$ cat src/rtl/uart_frame_pkg.sv
// Shared types and sizes for the UART frame receive/transmit path.
package uart_frame_pkg;

   localparam int BYTE_W              = 8;
   // Work-block size; the TX framer uses the same default
   localparam int DEFAULT_FRAME_BYTES = 80;

   typedef enum logic [1:0] {
      ST_IDLE = 2'd0,
      ST_RECV = 2'd1,
      ST_HOLD = 2'd2
   } frame_state_e;

endpackage

$ cat src/rtl/uart_frame_rx_timeout.sv
// Idle-gap counter: counts enabled cycles since the last clear and pulses
// expire_o on the cycle the count reaches TIMEOUT_CYCLES.
module frame_timeout #(
   parameter int unsigned TIMEOUT_CYCLES = 1000000
) (
   input  logic clk,
   input  logic rst,
   input  logic en_i,
   input  logic clr_i,
   output logic expire_o
);

   generate
      if (TIMEOUT_CYCLES == 0) begin : g_disabled
         logic unused_ok;
         assign unused_ok = ^{clk, rst, en_i, clr_i};
         assign expire_o  = 1'b0;
      end else begin : g_counter
         localparam int CW = $clog2(TIMEOUT_CYCLES + 1);
         logic [CW-1:0] cnt_q, cnt_d;

         always_comb begin
            cnt_d = cnt_q;
            if (clr_i) begin
               cnt_d = '0;
            end else if (en_i) begin
               cnt_d = cnt_q + CW'(1);
            end
         end

         always_ff @(posedge clk or posedge rst) begin
            if (rst) begin
               cnt_q <= '0;
            end else begin
               cnt_q <= cnt_d;
            end
         end

         // Fires while the count steps from TIMEOUT_CYCLES-1 to TIMEOUT_CYCLES
         assign expire_o = en_i && !clr_i && (cnt_q == CW'(TIMEOUT_CYCLES - 1));
      end
   endgenerate

endmodule

$ cat src/rtl/uart_frame_rx.sv
// Assembles FRAME_BYTES UART bytes into one work block and offers it to the
// nonce controller over a valid/ready handshake.
//
//   state | meaning
//   IDLE  | no frame in progress, waiting for byte 0
//   RECV  | collecting bytes 1..FRAME_BYTES-1, idle timer armed
//   HOLD  | full frame presented, waiting for frame_ready
module uart_frame_rx
   import uart_frame_pkg::*;
#(
   parameter int          FRAME_BYTES    = DEFAULT_FRAME_BYTES,
   parameter int unsigned TIMEOUT_CYCLES = 1000000,
   parameter bit          MSB_FIRST      = 1'b0,
   parameter int          CNT_W          = $clog2(FRAME_BYTES + 1)
) (
   input  logic                          clk,
   input  logic                          rst,
   input  logic                          rx_valid_i,
   input  logic [BYTE_W-1:0]             rx_data_i,
   input  logic                          frame_ready_i,
   output logic                          frame_valid_o,
   output logic [BYTE_W*FRAME_BYTES-1:0] frame_data_o,
   output logic                          busy_o,
   output logic [CNT_W-1:0]              byte_count_o,
   output logic                          timeout_err_o,
   output logic                          overrun_err_o
);

   frame_state_e                    state_q, state_d;
   logic [CNT_W-1:0]                count_q, count_d;
   logic [BYTE_W*FRAME_BYTES-1:0]   data_q, data_d;
   logic                            tmo_err_q, tmo_err_d;
   logic                            ovr_err_q, ovr_err_d;
   logic                            wr_en;
   logic [CNT_W-1:0]                wr_k;
   logic                            expire;

   function automatic int lane_idx(input logic [CNT_W-1:0] k);
      return MSB_FIRST ? (FRAME_BYTES - 1 - int'(k)) : int'(k);
   endfunction

   frame_timeout #(
      .TIMEOUT_CYCLES (TIMEOUT_CYCLES)
   ) u_timeout (
      .clk      (clk),
      .rst      (rst),
      .en_i     (state_q == ST_RECV),
      .clr_i    (rx_valid_i || (state_q != ST_RECV)),
      .expire_o (expire)
   );

   always_ff @(posedge clk or posedge rst) begin
      if (rst) begin
         state_q   <= ST_IDLE;
         count_q   <= '0;
         data_q    <= '0;
         tmo_err_q <= 1'b0;
         ovr_err_q <= 1'b0;
      end else begin
         state_q   <= state_d;
         count_q   <= count_d;
         data_q    <= data_d;
         tmo_err_q <= tmo_err_d;
         ovr_err_q <= ovr_err_d;
      end
   end

   always_comb begin
      state_d   = state_q;
      count_d   = count_q;
      data_d    = data_q;
      tmo_err_d = 1'b0;
      ovr_err_d = 1'b0;
      wr_en     = 1'b0;
      wr_k      = '0;
      unique case (state_q)
         ST_IDLE: begin
            if (rx_valid_i) begin
               wr_en   = 1'b1;
               count_d = CNT_W'(1);
               state_d = ST_RECV;
            end
         end
         ST_RECV: begin
            if (rx_valid_i) begin
               wr_en   = 1'b1;
               wr_k    = count_q;
               count_d = count_q + CNT_W'(1);
               if (count_q == CNT_W'(FRAME_BYTES - 1)) begin
                  state_d = ST_HOLD;
               end
            end else if (expire) begin
               tmo_err_d = 1'b1;
               count_d   = '0;
               state_d   = ST_IDLE;
            end
         end
         ST_HOLD: begin
            if (frame_ready_i) begin
               // A byte arriving with the handshake opens the next frame
               if (rx_valid_i) begin
                  wr_en   = 1'b1;
                  count_d = CNT_W'(1);
                  state_d = ST_RECV;
               end else begin
                  count_d = '0;
                  state_d = ST_IDLE;
               end
            end else if (rx_valid_i) begin
               ovr_err_d = 1'b1;
            end
         end
         default: begin
            count_d = '0;
            state_d = ST_IDLE;
         end
      endcase
      if (wr_en) begin
         data_d[BYTE_W*lane_idx(wr_k) +: BYTE_W] = rx_data_i;
      end
   end

   always_comb begin
      frame_valid_o = (state_q == ST_HOLD);
      busy_o        = (state_q == ST_RECV);
   end

   assign frame_data_o  = data_q;
   assign byte_count_o  = count_q;
   assign timeout_err_o = tmo_err_q;
   assign overrun_err_o = ovr_err_q;

endmodule

$ cat config.mk
export PLATFORM = sky130hd
export DESIGN_NAME = uart_frame_rx
export DESIGN_NICKNAME = d
export VERILOG_FILES = /design/src/rtl/uart_frame_pkg.sv /design/src/rtl/uart_frame_rx_timeout.sv /design/src/rtl/uart_frame_rx.sv
export SDC_FILE = /design/constraint.sdc
export NUM_CORES = 1
export LEC_CHECK = 0
export CAP_MARGIN = 5
export CELL_PAD_IN_SITES_DETAIL_PLACEMENT = 0
export CELL_PAD_IN_SITES_GLOBAL_PLACEMENT = 1
export CORE_MARGIN = 1
export CORE_UTILIZATION = 35
export CTS_BUF_LIST = sky130_fd_sc_hd__clkbuf_2 sky130_fd_sc_hd__clkbuf_4 sky130_fd_sc_hd__clkbuf_8
export DETAILED_ROUTE_END_ITERATION = 8
export PLACE_DENSITY = 0.79
export SKIP_LAST_GASP = 1
export SYNTH_ARGS = -nofsm -noshare
export SYNTH_HDL_FRONTEND = slang
export SYNTH_HIERARCHICAL = 1
export SYNTH_SLANG_ARGS = --single-unit
export TNS_END_PERCENT = 1
$ cat constraint.sdc
create_clock -name clk -period 68.7 [get_ports clk]
set_clock_uncertainty 0.1 [all_clocks]
set_input_delay 13.74 -clock clk [delete_from_list [all_inputs] [get_ports clk]]
set_output_delay 13.74 -clock clk [all_outputs]
set_load 0.005 [all_outputs]
# [After elaboration in Yosys (flattened, before gate mapping)]
# Index checks and enable logic that the tools add are counted.
[totals] reg_bits=671 input_bits=12 elab_cells=55
[classes] add_sub_neg=3 eq_ne=9 n_mux=26 n_reduce_logical=9 shift=2
[op_table] operator="$bwmux W640" count=1
[op_table] operator="$shift A8 B33 Y640 const A" count=1
[op_table] operator="$shiftx A8 B33 Y640" count=1
[op_table] operator="$mux W7" count=6
[op_table] operator="$mux W20" count=2
[op_table] operator="$neg A10 Y33" count=1
[op_table] operator="$pmux W7 S3" count=1
[op_table] operator="$add A20 B1 Y20 const B" count=1
[op_table] operator="$eq A20 B20 Y1 const B" count=1
[op_table] operator="$mux W2" count=5
[op_table] operator="$mux W1" count=9
[op_table] operator="$add A7 B1 Y7 const B" count=1
[op_table] operator="$eq A7 B7 Y1 const B" count=1
[op_table] operator="$ne A3 B3 Y1 const B" count=2
[op_table] operator="$pmux W2 S3" count=1
[op_table] operator="$ne A2 B2 Y1 const B" count=2
[op_table] operator="$reduce_and A4 Y1" count=1
[op_table] operator="$reduce_and A3 Y1" count=1
[op_table] operator="$eq A2 B1 Y1 const B" count=1
[op_table] operator="$eq A2 B2 Y1 const B" count=1
[op_table] operator="$logic_and A1 B1 Y1" count=2
[op_table] operator="$logic_not A2 Y1" count=1
[op_table] operator="$ne A2 B1 Y1 const B" count=1
[op_table] operator="$pmux W1 S2" count=1
[op_table] operator="other kinds (4)" count=4

# [Logic depth before layout (Yosys ltp)]
[depth] word_depth=8 ltp_mapped=21 mapped_depth_nobuf=11

# [By module]
# The synthesis kept the hierarchy.
[modules_own_cells] mod="uart_frame_rx" area_per_inst_um2=26292.7 cells_per_inst=2175 seq_area_each_um2=16290.6 instances=1
[modules_own_cells] mod="frame_timeout" area_per_inst_um2=1039.7 cells_per_inst=107 seq_area_each_um2=500.5 instances=1

# [Worst setup path after synthesis]
# OpenSTA, ideal clock, no wires.
[synth_timing] path_type="input -> register" startpoint="in rx_valid_i" endpoint="reg data_q[496], in the netlist frame_data_o[496]" path_slack_ns=50.693 required_time_ns=68.504 path_stages=20 setup_ns=0.096 arrival_time_ns=17.811 path_buffers=11 cell_sequence="clkbuf_1 and3b_1 buf_2 clkbuf_1 clkbuf_1 nand2_1 ha_1 buf_2 clkbuf_1 and3_1 ha_1 buf_4 and4b_1 clkbuf_1 o21a_1 buf_2 clkbuf_1 nand4_1 clkbuf_1 o31ai_1"
[synth_via] elab_chain_cells=5 elab_cells_between_ends=9 cone_classes="1 x add/sub; 2 x shift; 6 x mux"
[synth_lines] item="start, declared" line="uart_frame_rx.sv:18" rtl="input logic rx_valid_i,"
[synth_lines] item="$mux W7" line="uart_frame_rx.sv:85" rtl="if (rx_valid_i) begin"
[synth_lines] item="$mux W7" line="uart_frame_rx.sv:76" rtl="unique case (state_q)"
[synth_lines] item="$neg A10 Y33" line="uart_frame_rx.sv:119" rtl="data_d[BYTE_W*lane_idx(wr_k) +: BYTE_W] = rx_data_i;"
[synth_lines] item="$shiftx A8 B33 Y640 or $shift A8 B33 Y640 (tied branches)" line="uart_frame_rx.sv:119"
[synth_lines] item="$bwmux W640" line="uart_frame_rx.sv:119"
[synth_lines] item="end signal, assigned" line="uart_frame_rx.sv:62" rtl="data_q <= data_d;"
[synth_lines] item="end, declared" line="uart_frame_rx.sv:31" rtl="logic [BYTE_W*FRAME_BYTES-1:0] data_q, data_d;"
# Parallel ways exist; a longest one is shown, timed or not.
# A chain may end at the register's enable or synchronous reset.

# [Worst setup path after layout]
[layout_timing] startpoint="in rx_valid_i" endpoint="reg data_q[183], in the netlist frame_data_o[183]"
# Same word-level chain as after synthesis.

==> summary.md <==
| Metric | Value |
|---|---|
| Status | finished, final reports clean |
| P per Cell Area | 23.1 mW/mm2 |
| Final GP Congestion | 0.866 |
| Row count | between 100 and 150 |
| Synth area leader | dfrtp_1 |
| Later-pin clock latency in the skew report | 700 ps |
| Final ANT Viol Nets | 0 |
| Slew @ Worst Pin | ~1200 ps |
| DPL Wire Length | 73200 um |
| WHS | ~370 ps |
| GRT overflow | 0 |
| Top cells by area, synth | dfrtp_1 61%, mux2_2 15%, nand2_1 5.0%, o21ai_0 3.6%, o31ai_1 2.0% |
| Syn Inst Count | 2282 |
| Drt pass-1 iters | 5 |
| Total I/O pin count | around 660 |
| CP Data Required Time | 69190 ps |
| Post-synth cell types | 66 |
| Syn nets | 2298 |
| FFs w/ async S/R, synth | 1.00 |
| Max Clk Rate | between 50 and 60 MHz |
| Flop pwr share | 0.465 |
| Initial antenna violation count | 4 |
| First-pass GRT wire length | 147000 um |
| Core Footprint | 0.0773 mm2 |
| CTS Hold Buffers Added | 0 |
| HP Class | flop to flop |
| Most used flip-flop cell after synthesis | dfrtp_1 |
| CTS Buf Count | between 100 and 150 |
| Vias in the first global route | 21600 |
| P_int | 644 uW |
| FF+latch count, synth | 671 |
| Post-cts sizing count | 0 |
| Initial Util | 0.353 |
| Number of flops mapped to enable cells by yosys | 0 |
| Clock power share | 0.451 |
| CP startpoint kind | primary input |
| Switching Fraction | 0.257 |
| Share of layout cells above drive strength 1 | 0.214 |
| Chip width | 281 um |
| Syn avg cell area | 12.0 um2 |
| RSZ-0062 raised after global routing | false |
| Total routed wirelength | around 100000 um |
| Crit path max fanout | 30 |
| Post-synth top cells | 671 x dfrtp_1, 374 x mux2_2, 362 x nand2_1 |
| Worst-path clk slew | 60 ps |
| Die ar. | ~0.08 mm2 |
| Switching power | 223 uW |
| DRC | 0 |
| Nature of the critical path endpoint | flop |
| DIE HEIGHT | about 280 um |
| Synth top area share | 0.614 |
| Slew headroom | 0.204 |
| Crit Path Category | primary input to flop |
| Gr usage total | 0.252 |
| Final setup fails | 0 |
| Cell Area, Synth | 0.0273 mm2 |
| Largest net degree at the start of global routing | 153 |
| Top-count cell post-synth | dfrtp_1 |
| Clock tree buffer depth | 3 |
| VDD IR-drop max | 0.0177 mV |
| TritonCTS clock tree | done |
| Fin crit share | 0.272 |
| Final net count | 2978 |
| Avg WL per Cell | 24.7 um |
| Leakage power | 16.9 nW |
| Crit path arrival time | 19200 ps |
| Post-route minimum period | 18710 ps |
| Syn-to-layout area delta | 37.3% |
| Final Hold Viols | 0 |
| Root Driver | clkbuf_8 |
| Reg2reg setup slack | 63160 ps |
| Vias after detailed routing | 21100 |
| Combinational power share | 0.083 |
| Yosys Warn Count | 6 |
| Post-DR vias/cell | 5.17 |
| Postcts setup bufs | 0 |
| Sequential fraction of the synthesis area | 0.614 |
| CTS H-tree lvls | 3 |
| Clk sinks | 671 |
| TNS Setup | 0 ps |
| Final slew viol count | 0 |
| PortBufs | 662 |
| Max cap viols | 0 |
| Initial drt markers | between 1000 and 1500 |
## metrics by stage
| step | instance area, um2 | worst slack, ps | power, mW | util | instances |
|---|---|---|---|---|---|
| floorplan | 27300 | 36620 | 0.448 | - | 2282 |
| global placement | 35000 | 49730 | 0.481 | 0.453 | 3887 |
| detailed placement | 35000 | 49420 | 0.483 | 0.453 | 3887 |
| CTS | 37500 | 50190 | 0.875 | 0.485 | 4088 |
| global route | 37500 | 49570 | 0.900 | 0.485 | 4090 |
| finish | 37500 | 49990 | 0.867 | 0.485 | 4091 |
## cells in the final DEF, fill, tap and decap left out, drive strengths merged, types with 11 or more instances in the layout
master / n
and3: 24
clkbuf: 182
dfrtp: 671
nand4: 22
inv: 36
clkinv: 11
nor2: 120
nand2: 368
mux2: 375
mux2i: 18
nor4: 11
nand3: 47
a21oi: 17
and2: 32
nor3: 33
clkdlybuf4s50: 656
buf: 36
o31ai: 74
o21ai: 195
o41ai: 11
## power by group through the flow
stage	Clock (mW)	Combinational, mW	Sequential (mW)
2_1_floorplan	0	0.0387	0.410
3_3_place_gp	0	0.0713	0.410
3_5_place_dp	0	0.0727	0.410
4_1_cts	0.399	0.0729	0.403
5_1_grt	0.418	0.0784	0.404
6_report	0.391	0.0724	0.403
## worst paths after layout
| check | startpoint | to | depth (start not counted) |
|---|---|---|---|
| worst max-delay path | rx_valid_i | frame_data_o[183] | 12 |
| worst min-delay path | frame_data_o[497] | frame_data_o[497] | 2 |
| worst max register to register | byte_count_o[0] | frame_data_o[183] | 9 |
| worst min register to register | frame_data_o[497] | frame_data_o[497] | 2 |
| max in group asynchronous | rst | frame_data_o[398] | 5 |
| min in group asynchronous | rst | frame_data_o[206] | 2 |
## registers in the layout, summed over array words and instances (netlist names)
register,count
state_q,2
frame_data_o,640
byte_count_o,7
overrun_err_o,1
timeout_err_o,1
u_timeout/g_counter.cnt_q,20
## cell type report
cell class	instances	area, um2
diodes	3	7.51
clock buffers	182	2250
clock inverters	19	279
fillers	6918	39800
inverters	34	135
multi-input cells	1450	9940
flip-flops and latches	671	16800
well taps	1040	1300
repair buffers	692	6830
## critical path, stage by stage
cell	delay [ps]
clkdlybuf4s50_1	740
and3b_1	240
buf_4	340
nand2_1	100
ha_1	430
and3_1	270
ha_1	430
and4b_1	610
nand2b_1	210
nor4_1	930
nand4_1	680
o31ai_1	470
## cells by family (layout without fill, tap and decap cells)
family | count (synthesis) | in the layout | share of synthesized area
other | 0 | 3 | 0
adders and majority gates | 4 | 4 | 0.00183
and+or+nand+nor | 711 | 711 | 0.120
AOI/OAI and AO/OA | 327 | 327 | 0.0743
muxes | 393 | 393 | 0.161
xor gates and xnor gates | 15 | 15 | 0.00481
buffers and inverters | 161 | 927 | 0.0233
DFF | 671 | 671 | 0.614
## routing by layer
metal	global-route usage	vias to the layer above	share of wire
met3	0.0554	181	0.070
met2	0.420	826	0.49
li1	-	9360	-
met4	0.0885	0	0.033
met1	0.323	10800	0.41
met5	0	-	0
No activity file was read; power rests on OpenSTA's default activity.
